`src/rtl/sseg_scan_ctrl.sv`:
```
// Scan and update controller for a 4-digit seven-segment display.
// Steps digit_sel through 0..3 with a fixed slot length. Each slot opens with
// an anti-ghosting blank window and is then PWM-gated by a per-slot brightness.
// Display updates arrive on a valid/ready port and sit in a single-entry
// buffer. They reach the decoder only at frame boundaries, so no frame ever
// shows a mix of old and new digits.
module sseg_scan_ctrl #(
    parameter int REFRESH_DIV = 100000,
    parameter int BLANK_CYC   = 1000,
    parameter int PWM_BITS    = 4
) (
    input  logic                clk,
    input  logic                rst,
    input  logic                en,
    input  logic [PWM_BITS-1:0] brightness,
    input  logic                upd_valid,
    input  logic [15:0]         upd_data,
    input  logic                upd_hex_dec,
    input  logic                upd_sign,
    output logic                upd_ready,
    output logic [15:0]         data,
    output logic                hex_dec,
    output logic                sign,
    output logic [1:0]          digit_sel,
    output logic                blank,
    output logic                frame_start
);

    localparam int CW = $clog2(REFRESH_DIV);
    localparam logic [CW-1:0] CNT_MAX = CW'(REFRESH_DIV - 1);
    localparam logic [CW-1:0] BLANK_C = CW'(BLANK_CYC);

    typedef enum logic {IDLE, SCAN} state_t;

    state_t              state_q, state_d;
    logic [CW-1:0]       cnt_q, cnt_d;
    logic [1:0]          dsel_q, dsel_d;
    logic [PWM_BITS-1:0] bright_q, bright_d;
    logic                pend_full_q, pend_full_d;
    logic [15:0]         pend_data_q, pend_data_d;
    logic                pend_hex_q, pend_hex_d;
    logic                pend_sign_q, pend_sign_d;
    logic [15:0]         data_q, data_d;
    logic                hex_q, hex_d;
    logic                sign_q, sign_d;

    logic                slot_start;   // next cycle is cnt = 0 in SCAN
    logic                frame_load;   // next cycle is a frame_start cycle
    logic                accept;
    logic                consume;
    logic [PWM_BITS-1:0] phase;

    // State, scan counters, brightness latch, pending buffer and displayed word
    always_ff @(posedge clk or posedge rst) begin
        if (rst) begin
            state_q     <= IDLE;
            cnt_q       <= '0;
            dsel_q      <= '0;
            bright_q    <= '0;
            pend_full_q <= 1'b0;
            pend_data_q <= '0;
            pend_hex_q  <= 1'b0;
            pend_sign_q <= 1'b0;
            data_q      <= '0;
            hex_q       <= 1'b0;
            sign_q      <= 1'b0;
        end else begin
            state_q     <= state_d;
            cnt_q       <= cnt_d;
            dsel_q      <= dsel_d;
            bright_q    <= bright_d;
            pend_full_q <= pend_full_d;
            pend_data_q <= pend_data_d;
            pend_hex_q  <= pend_hex_d;
            pend_sign_q <= pend_sign_d;
            data_q      <= data_d;
            hex_q       <= hex_d;
            sign_q      <= sign_d;
        end
    end

    // Next-state: scan sequencing, frame boundary detection and buffer moves
    always_comb begin
        state_d    = state_q;
        cnt_d      = cnt_q;
        dsel_d     = dsel_q;
        slot_start = 1'b0;
        frame_load = 1'b0;
        case (state_q)
            IDLE: begin
                cnt_d  = '0;
                dsel_d = '0;
                if (en) begin
                    // Entering SCAN always begins a fresh frame at digit 0
                    state_d    = SCAN;
                    slot_start = 1'b1;
                    frame_load = 1'b1;
                end
            end
            SCAN: begin
                if (!en) begin
                    // Abandon the slot immediately; nothing is completed
                    state_d = IDLE;
                    cnt_d   = '0;
                    dsel_d  = '0;
                end else if (cnt_q == CNT_MAX) begin
                    cnt_d      = '0;
                    dsel_d     = dsel_q + 2'd1;
                    slot_start = 1'b1;
                    frame_load = (dsel_q == 2'd3);
                end else begin
                    cnt_d = cnt_q + CW'(1);
                end
            end
            default: state_d = IDLE;
        endcase

        // Ready is low while full, so a consume and an accept never coincide
        accept  = upd_valid && !pend_full_q;
        consume = frame_load && pend_full_q;

        pend_full_d = pend_full_q;
        pend_data_d = pend_data_q;
        pend_hex_d  = pend_hex_q;
        pend_sign_d = pend_sign_q;
        if (consume) begin
            pend_full_d = 1'b0;
        end else if (accept) begin
            pend_full_d = 1'b1;
            pend_data_d = upd_data;
            pend_hex_d  = upd_hex_dec;
            pend_sign_d = upd_sign;
        end

        data_d = consume ? pend_data_q : data_q;
        hex_d  = consume ? pend_hex_q  : hex_q;
        sign_d = consume ? pend_sign_q : sign_q;

        // Brightness only changes at slot granularity
        bright_d = slot_start ? brightness : bright_q;
    end

    // Blank window then PWM gating; phase restarts at the end of the window
    always_comb begin
        phase = PWM_BITS'(cnt_q - BLANK_C);
        blank = 1'b1;
        if (state_q == SCAN && cnt_q >= BLANK_C) begin
            if (bright_q == '1 || phase < bright_q)
                blank = 1'b0;
        end
    end

    assign frame_start = (state_q == SCAN) && (cnt_q == '0) && (dsel_q == 2'd0);
    assign upd_ready   = !pend_full_q;
    assign digit_sel   = dsel_q;
    assign data        = data_q;
    assign hex_dec     = hex_q;
    assign sign        = sign_q;

endmodule

```
`config.mk`:
```
export PLATFORM = sky130hd
export DESIGN_NAME = sseg_scan_ctrl
export DESIGN_NICKNAME = d
export VERILOG_FILES = /design/src/rtl/sseg_scan_ctrl.sv
export SDC_FILE = /design/constraint.sdc
export NUM_CORES = 1
export LEC_CHECK = 0
export CAP_MARGIN = 40
export CELL_PAD_IN_SITES_DETAIL_PLACEMENT = 0
export CELL_PAD_IN_SITES_GLOBAL_PLACEMENT = 1
export CORE_ASPECT_RATIO = 2
export CORE_MARGIN = 2
export CORE_UTILIZATION = 42
export DETAILED_ROUTE_END_ITERATION = 16
export PLACE_DENSITY = 0.86
export SLEW_MARGIN = 20
export SYNTH_ARGS = -nofsm -noshare
export SYNTH_HDL_FRONTEND = slang
export SYNTH_SLANG_ARGS = --single-unit
```
`constraint.sdc`:
```
create_clock -name clk -period 2.9 [get_ports clk]
set_input_delay 0.58 -clock clk [delete_from_list [all_inputs] [get_ports clk]]
set_output_delay 0.58 -clock clk [all_outputs]
set_load 0.02 [all_outputs]
```
==> impl_metrics.env, run 1 <==
export IMPL_final_area_um2=3950
export IMPL_drive_gt1_share_pct=21.8
export IMPL_ys_ff_latch=61
export IMPL_ant_nets=0
export IMPL_grt_pass1_vias=2490
export IMPL_top_layer_used="met4"
export IMPL_async_flop_share_pct=100
export IMPL_cap_violations=0
export IMPL_worstPathRequired_ps=2320
export IMPL_outcome="finished clean"
export IMPL_cts_setup_buffers=0
export IMPL_n_fill_cell=635
export IMPL_power_density_nw_per_um2=570
export IMPL_period_share_pct=95.1
export IMPL_timing_setup_tns_ps=0
export IMPL_port_buffers=48
export IMPL_synth_cell_types=33
export IMPL_insertion_delay_ps=330
export IMPL_grt_pass1_wl_um=11600
export IMPL_synth_commonest_cells="dfrtp_1, nand2_1, nand3_1"
export IMPL_nets=374
export IMPL_cts_sinks=61
export IMPL_cp_slowest_cell="or4_1"
export IMPL_ios=49
export IMPL_coreArea_um2=7160
export IMPL_crit_type="flip-flop to output port"
export IMPL_worstMarginPinSlew_ps=602
export IMPL_crit_buf_inv=1
export IMPL_max_stage_delay_ps=550
export IMPL_dr_first_iter_drc_count=163
export IMPL_gp_congestion=0.765
export IMPL_synth_xor_area_share_pct=4.29
export IMPL_drv_slew=0
export IMPL_drc=0
export IMPL_synth_fa_ha_area_share_pct=2.86
export IMPL_placed_area_um2=3700
export IMPL_synth_fp_nets=316
export IMPL_multi_input_area_um2=1400
export IMPL_clk_pin_slew_ps=50
export IMPL_synth_simple_area_share_pct=17.0
export IMPL_wl_met1_um=3070
export IMPL_synth_compound_area_share_pct=13.5
export IMPL_synth_edf_count=0
export IMPL_yosysMostFrequentCell="dfrtp_1"
export IMPL_yosysWarnings=0
export IMPL_cp_max_fo=2
export IMPL_max_freq_mhz=363
export IMPL_netlist_area_leader_share_pct=49.8
export IMPL_crit_family="simple AND/OR/NAND/NOR gates"
export IMPL_avgViaCountPerCell=5.47
export IMPL_holdBufCountCts=0
export IMPL_die_area_um2=8030
export IMPL_syn_avg_cell_area_um2=10.8
export IMPL_clock_path_buffers=2
export IMPL_yosys_area_top_type="dfrtp_1"
export IMPL_grt_max_degree=36
export IMPL_antenna_found_initial=0
export IMPL_rsz0062_at_grt="no"
export IMPL_synth_top_family_by_area="simple AND/OR/NAND/NOR gates"
export IMPL_cp_end_kind="output port"
export IMPL_hp_class="flip-flop to flip-flop"
export IMPL_drtPass1Iterations=4
export IMPL_dieHeight_um=125
export IMPL_cts_repair_resized=6
export IMPL_numCtsBuffers=9
export IMPL_rows=44
export IMPL_initial_core_util_pct=42.8
export IMPL_die_w_um=64.4
export IMPL_slew_headroom_pct=59.8
export IMPL_fin_crit_ps=2760
export IMPL_ff_latch_area_um2=1530
export IMPL_skew_ps=4.35
export IMPL_synth_cells=283
export IMPL_diodes=0
export IMPL_pre_cts_slack_ps=58.7
export IMPL_wl_met3_um=328
export IMPL_fin_ws_ps=142
export IMPL_grt_usage_pct=18.5
export IMPL_mappedNetlistArea_um2=3060
export IMPL_synth_flop_cell="dfrtp_1"
export IMPL_vias=2384
export IMPL_yosys_top_cells_area="dfrtp_1, mux2_2, o211ai_2"
export IMPL_cp_arrival_ps=2180
export IMPL_tritoncts="done"
export IMPL_path_cells="or4_1 > or4_1 > nor3_1 > clkbuf_2"
export IMPL_synthToLayoutAreaGrowth_pct=29.0
export IMPL_synth_area_mux_share_pct=8.09
export IMPL_hold_viol=0
export IMPL_htreeDepth=3
export IMPL_clockRootBuffer="clkbuf_16"
export IMPL_setup_viol=0
export IMPL_seq_area_frac_synth_pct=49.8
export IMPL_cpMostUsedCell="or4_1"
export IMPL_grt_overflow=0
export IMPL_startpoint_type="flip-flop"
export IMPL_drt_wl_total_um=6760
export IMPL_p_leak_nw=1.75
export IMPL_ir_drop_mv=0.412
export IMPL_wl_met2_um=3250
export IMPL_hold_worst_slack_ps=532
export IMPL_dpl_hpwl_um=4500
export IMPL_avgRoutedWirePerCell_um=15.5
-- cell families (layout without fill, tap and decap cells) --
logic type	Yosys count	in the layout
AND/OR/NAND/NOR	104	104
flip-flops	61	61
buffers and inverters	29	90
adder cells (fa/ha/maj)	7	7
multiplexers	22	22
XOR/XNOR	15	15
AO/OA/AOI/OAI	45	45
-- final cells by class --
type                    instances  area share [%]
well taps                      92            2.91
multi-input cells             193            35.5
clock buffers                  12            6.49
clock inverters                 2           0.253
inverters                      14            1.33
flip-flops and latches         61            38.6
repair buffers                 62            14.9
-- stage by stage --
| stage | util, % | instances | power (mW) |
|---|---|---|---|
| 5_1_grt | 55.2 | 436 | 2.36 |
| 4_1_cts | 55.4 | 436 | 2.29 |
| 6_report | 55.2 | 436 | 2.25 |
| 3_5_place_dp | 51.6 | 422 | 1.32 |
| 3_3_place_gp | 51.6 | 422 | 1.30 |
| 2_1_floorplan | - | 283 | 1.20 |
-- worst register-to-register path, cell delays in order (launching register included) --
cell and delay, ps:
dfrtp_1 430, ha_1 270, nand4_1 290, or4_4 790, buf_4 280, nand3_1 120, o211ai_2 90
-- final timing paths --
check / startpoint / endpoint / slack [ps] / cells past startpoint
worst max-delay path: cnt_q[11] / frame_start / 140 / 4
worst min-delay path: pend_data_q[2] / pend_data_q[2] / 530 / 1
worst max register to register: cnt_q[1] / hex_dec / 520 / 6
worst min register to register: pend_data_q[2] / pend_data_q[2] / 530 / 1
max in group asynchronous: rst / data[8] / 1650 / 3
min in group asynchronous: rst / pend_data_q[3] / 650 / 2
-- where the power goes --
| part | internal, mW | leakage, nW | switching [mW] |
|---|---|---|---|
| Sequential | 0.943 | 0.707 | 0.0734 |
| Clock | 0.610 | 0.134 | 0.343 |
| Combinational | 0.157 | 0.913 | 0.126 |
| Total | 1.71 | 1.75 | 0.542 |
-- cells in the final DEF, fill, tap and decap left out, drive strengths merged --
| cell type | count |
|---|---|
| dfrtp | 61 |
| clkdlybuf4s50 | 46 |
| nand2 | 27 |
| nand3 | 26 |
| mux2 | 22 |
| nor2 | 21 |
| a22oi | 18 |
| o211ai | 18 |
| buf | 15 |
| inv | 14 |
| clkbuf | 13 |
| xnor2 | 12 |
| nand4 | 8 |
| nor3 | 7 |
| ha | 7 |
| nor4 | 6 |
| a21oi | 3 |
| xor2 | 3 |
| or4 | 3 |
| o21ai | 3 |
| clkinv | 2 |
| or4b | 1 |
| and3 | 1 |
| and3b | 1 |
| and4 | 1 |
| nand2b | 1 |
| a21o | 1 |
| a211oi | 1 |
| o221ai | 1 |
| nor2b | 1 |
-- state kept, by name (all words and copies together) (netlist names) --
name,cells
sign,1
pend_data_q,16
bright_q,4
pend_sign_q,1
digit_sel,2
pend_hex_q,1
pend_full_q,1
hex_dec,1
cnt_q,17
state_q,1
data,16
-- metal layers --
| metal | GRT usage, % | up-vias |
|---|---|---|
| li1 | - | 1133 |
| met3 | 5.33 | 11 |
| met1 | 23.6 | 1177 |
| met5 | 0 | - |
| met2 | 29.0 | 63 |
| met4 | 8.14 | 0 |
Power figures use the tool's default switching activity.
==> inputs of run 2 (changes only) <==
- CORE_UTILIZATION: 42 -> 43
- CTS_BUF_LIST: unset -> sky130_fd_sc_hd__clkbuf_2
- PLACE_DENSITY: 0.86 -> 0.87
==> impl_metrics.env, run 2 (synthesized netlist as in run 1, its figures left out) <==
export IMPL_antenna_found_initial=0
export IMPL_fin_ws_ps=36.0
export IMPL_htreeDepth=3
export IMPL_use_met3_pct=4.28
export IMPL_crit_type="flip-flop to output port"
export IMPL_placed_area_um2=3680
export IMPL_mostFrequentLayoutCells="dfrtp_1, clkdlybuf4s50_1, nand2_1, nand3_1, mux2_2"
export IMPL_ir_drop_mv=0.270
export IMPL_gp_congestion=0.879
export IMPL_power_total_mw=1.70
export IMPL_worstPathRequired_ps=2320
export IMPL_regMostFlops="cnt_q"
export IMPL_coreArea_um2=6940
export IMPL_synthToLayoutAreaGrowth_pct=24.4
export IMPL_cp_end_kind="output port"
export IMPL_rows=43
export IMPL_clockRootBuffer="clkbuf_2"
export IMPL_initial_core_util_pct=44.1
export IMPL_r2r_end="sign"
export IMPL_slew_headroom_pct=71.8
export IMPL_numCtsBuffers=9
export IMPL_r2r_start="cnt_q[11]"
export IMPL_dieHeight_um=123
export IMPL_hold_viol=0
export IMPL_power_density_nw_per_um2=447
export IMPL_cpMostUsedCell="or4_4"
export IMPL_drc=0
export IMPL_period_share_pct=98.8
export IMPL_rsz0062_at_grt="yes"
export IMPL_outcome="finished clean"
export IMPL_drtPass1Iterations=4
export IMPL_dpl_hpwl_um=4860
export IMPL_insertion_delay_ps=520
export IMPL_largest_reg_flops=17
export IMPL_p_leak_nw=1.69
export IMPL_hp_class="input pin to async pin"
export IMPL_final_area_um2=3810
export IMPL_max_freq_mhz=349
export IMPL_cts_sinks=61
export IMPL_finalNonFillerCells=436
export IMPL_diodes=0
export IMPL_grt_max_degree=62
export IMPL_nets=376
export IMPL_avgRoutedWirePerCell_um=16.0
export IMPL_cp_max_fo=2
export IMPL_dp_cells=420
export IMPL_drt_wl_total_um=6970
export IMPL_clk_pin_slew_ps=160
export IMPL_setup_viol=0
export IMPL_fin_crit_ps=2860
export IMPL_n_fill_cell=613
export IMPL_drive_gt1_share_pct=23.7
export IMPL_cp_arrival_ps=2280
export IMPL_avgViaCountPerCell=5.55
export IMPL_grt_pass1_vias=2411
export IMPL_cp_slowest_cell="or4_4"
export IMPL_ios=49
export IMPL_grt_usage_pct=19.3
export IMPL_r2r_cells=6
export IMPL_gr_max_usage_layer="met2"
export IMPL_gr_usage_met2_pct=34.0
export IMPL_vias=2421
export IMPL_critPathCapture="blank"
export IMPL_cp_startpoint="cnt_q[11]"
export IMPL_drv_slew=0
export IMPL_max_stage_delay_ps=540
export IMPL_worstMarginPinSlew_ps=423
export IMPL_grt_pass1_wl_um=11400
export IMPL_grt_overflow=0
export IMPL_die_w_um=63.7
export IMPL_tritoncts="done"
export IMPL_gr_usage_met1_pct=21.0
export IMPL_holdBufCountCts=0
export IMPL_clock_path_buffers=2
export IMPL_path_cells="or4_4 > or4_4 > o221ai_2 > buf_4"
export IMPL_cap_violations=0
export IMPL_die_area_um2=7860
export IMPL_dr_first_iter_drc_count=173
export IMPL_skew_ps=19.1
export IMPL_startpoint_type="flip-flop"
export IMPL_pre_cts_slack_ps=86.3
export IMPL_ant_nets=0
export IMPL_port_buffers=48
export IMPL_r2r_setup_slack_ps=560
export IMPL_layout_commonest_cell="dfrtp_1"
run 2: timing repair:
action,in CTS,in global routing
setup endpoints to repair,2,2
resized for setup,15,3
buffers inserted,1,0
hold endpoints to repair,0,0
gates cloned,0,0
pin swaps,1,1
run 2: area by class of cell:
class                      instances  area (µm²)  area share (%)
sequential                        61        1530            40.1
multi-input combinational        193        1430            37.5
timing repair buffer              64         619            16.3
tap                               90         113            2.96
clock buffer                      11        55.1            1.44
inverter                          14        52.6            1.38
clock inverter                     3        15.0           0.394
run 2: where the power goes:
| part | internal [mW] | switching, mW | total, mW |
|---|---|---|---|
| sequential | 0.940 | 0.0750 | 1.01 |
| clock | 0.107 | 0.292 | 0.398 |
| combinational | 0.163 | 0.128 | 0.291 |
| total | 1.21 | 0.495 | 1.70 |
run 2: how the worst min path moves through the flow:
stage	from	endpoint
floorplan	bright_q[1]	bright_q[1]
global placement	pend_data_q[7]	pend_data_q[7]
detailed placement	pend_data_q[6]	pend_data_q[6]
CTS	pend_data_q[6]	pend_data_q[6]
global route	rst	pend_data_q[1]
finish	rst	pend_data_q[1]
run 2: routing by layer:
layer	wire, µm	share of wire [%]
met5	0	0
met4	184	2.6
met3	227	3.3
met2	3830	55
met1	2730	39
run 2: metrics by stage:
step,utilization (%),hold slack [ps],TNS [ps]
after floorplan,-,502,0
after global placement,53.0,516,0
after detailed placement,53.0,527,0
after CTS,54.3,560,0
after global routing,54.9,276,-31.6
final,54.9,285,0
run 2: critical path: cells and delay by family, from the launching register on:
family | cells | cell delay, ps
AND/OR/NAND/NOR | 2 | 1000
flip-flops | 1 | 420
buffers and inverters | 1 | 170
AO/OA/AOI/OAI | 1 | 190
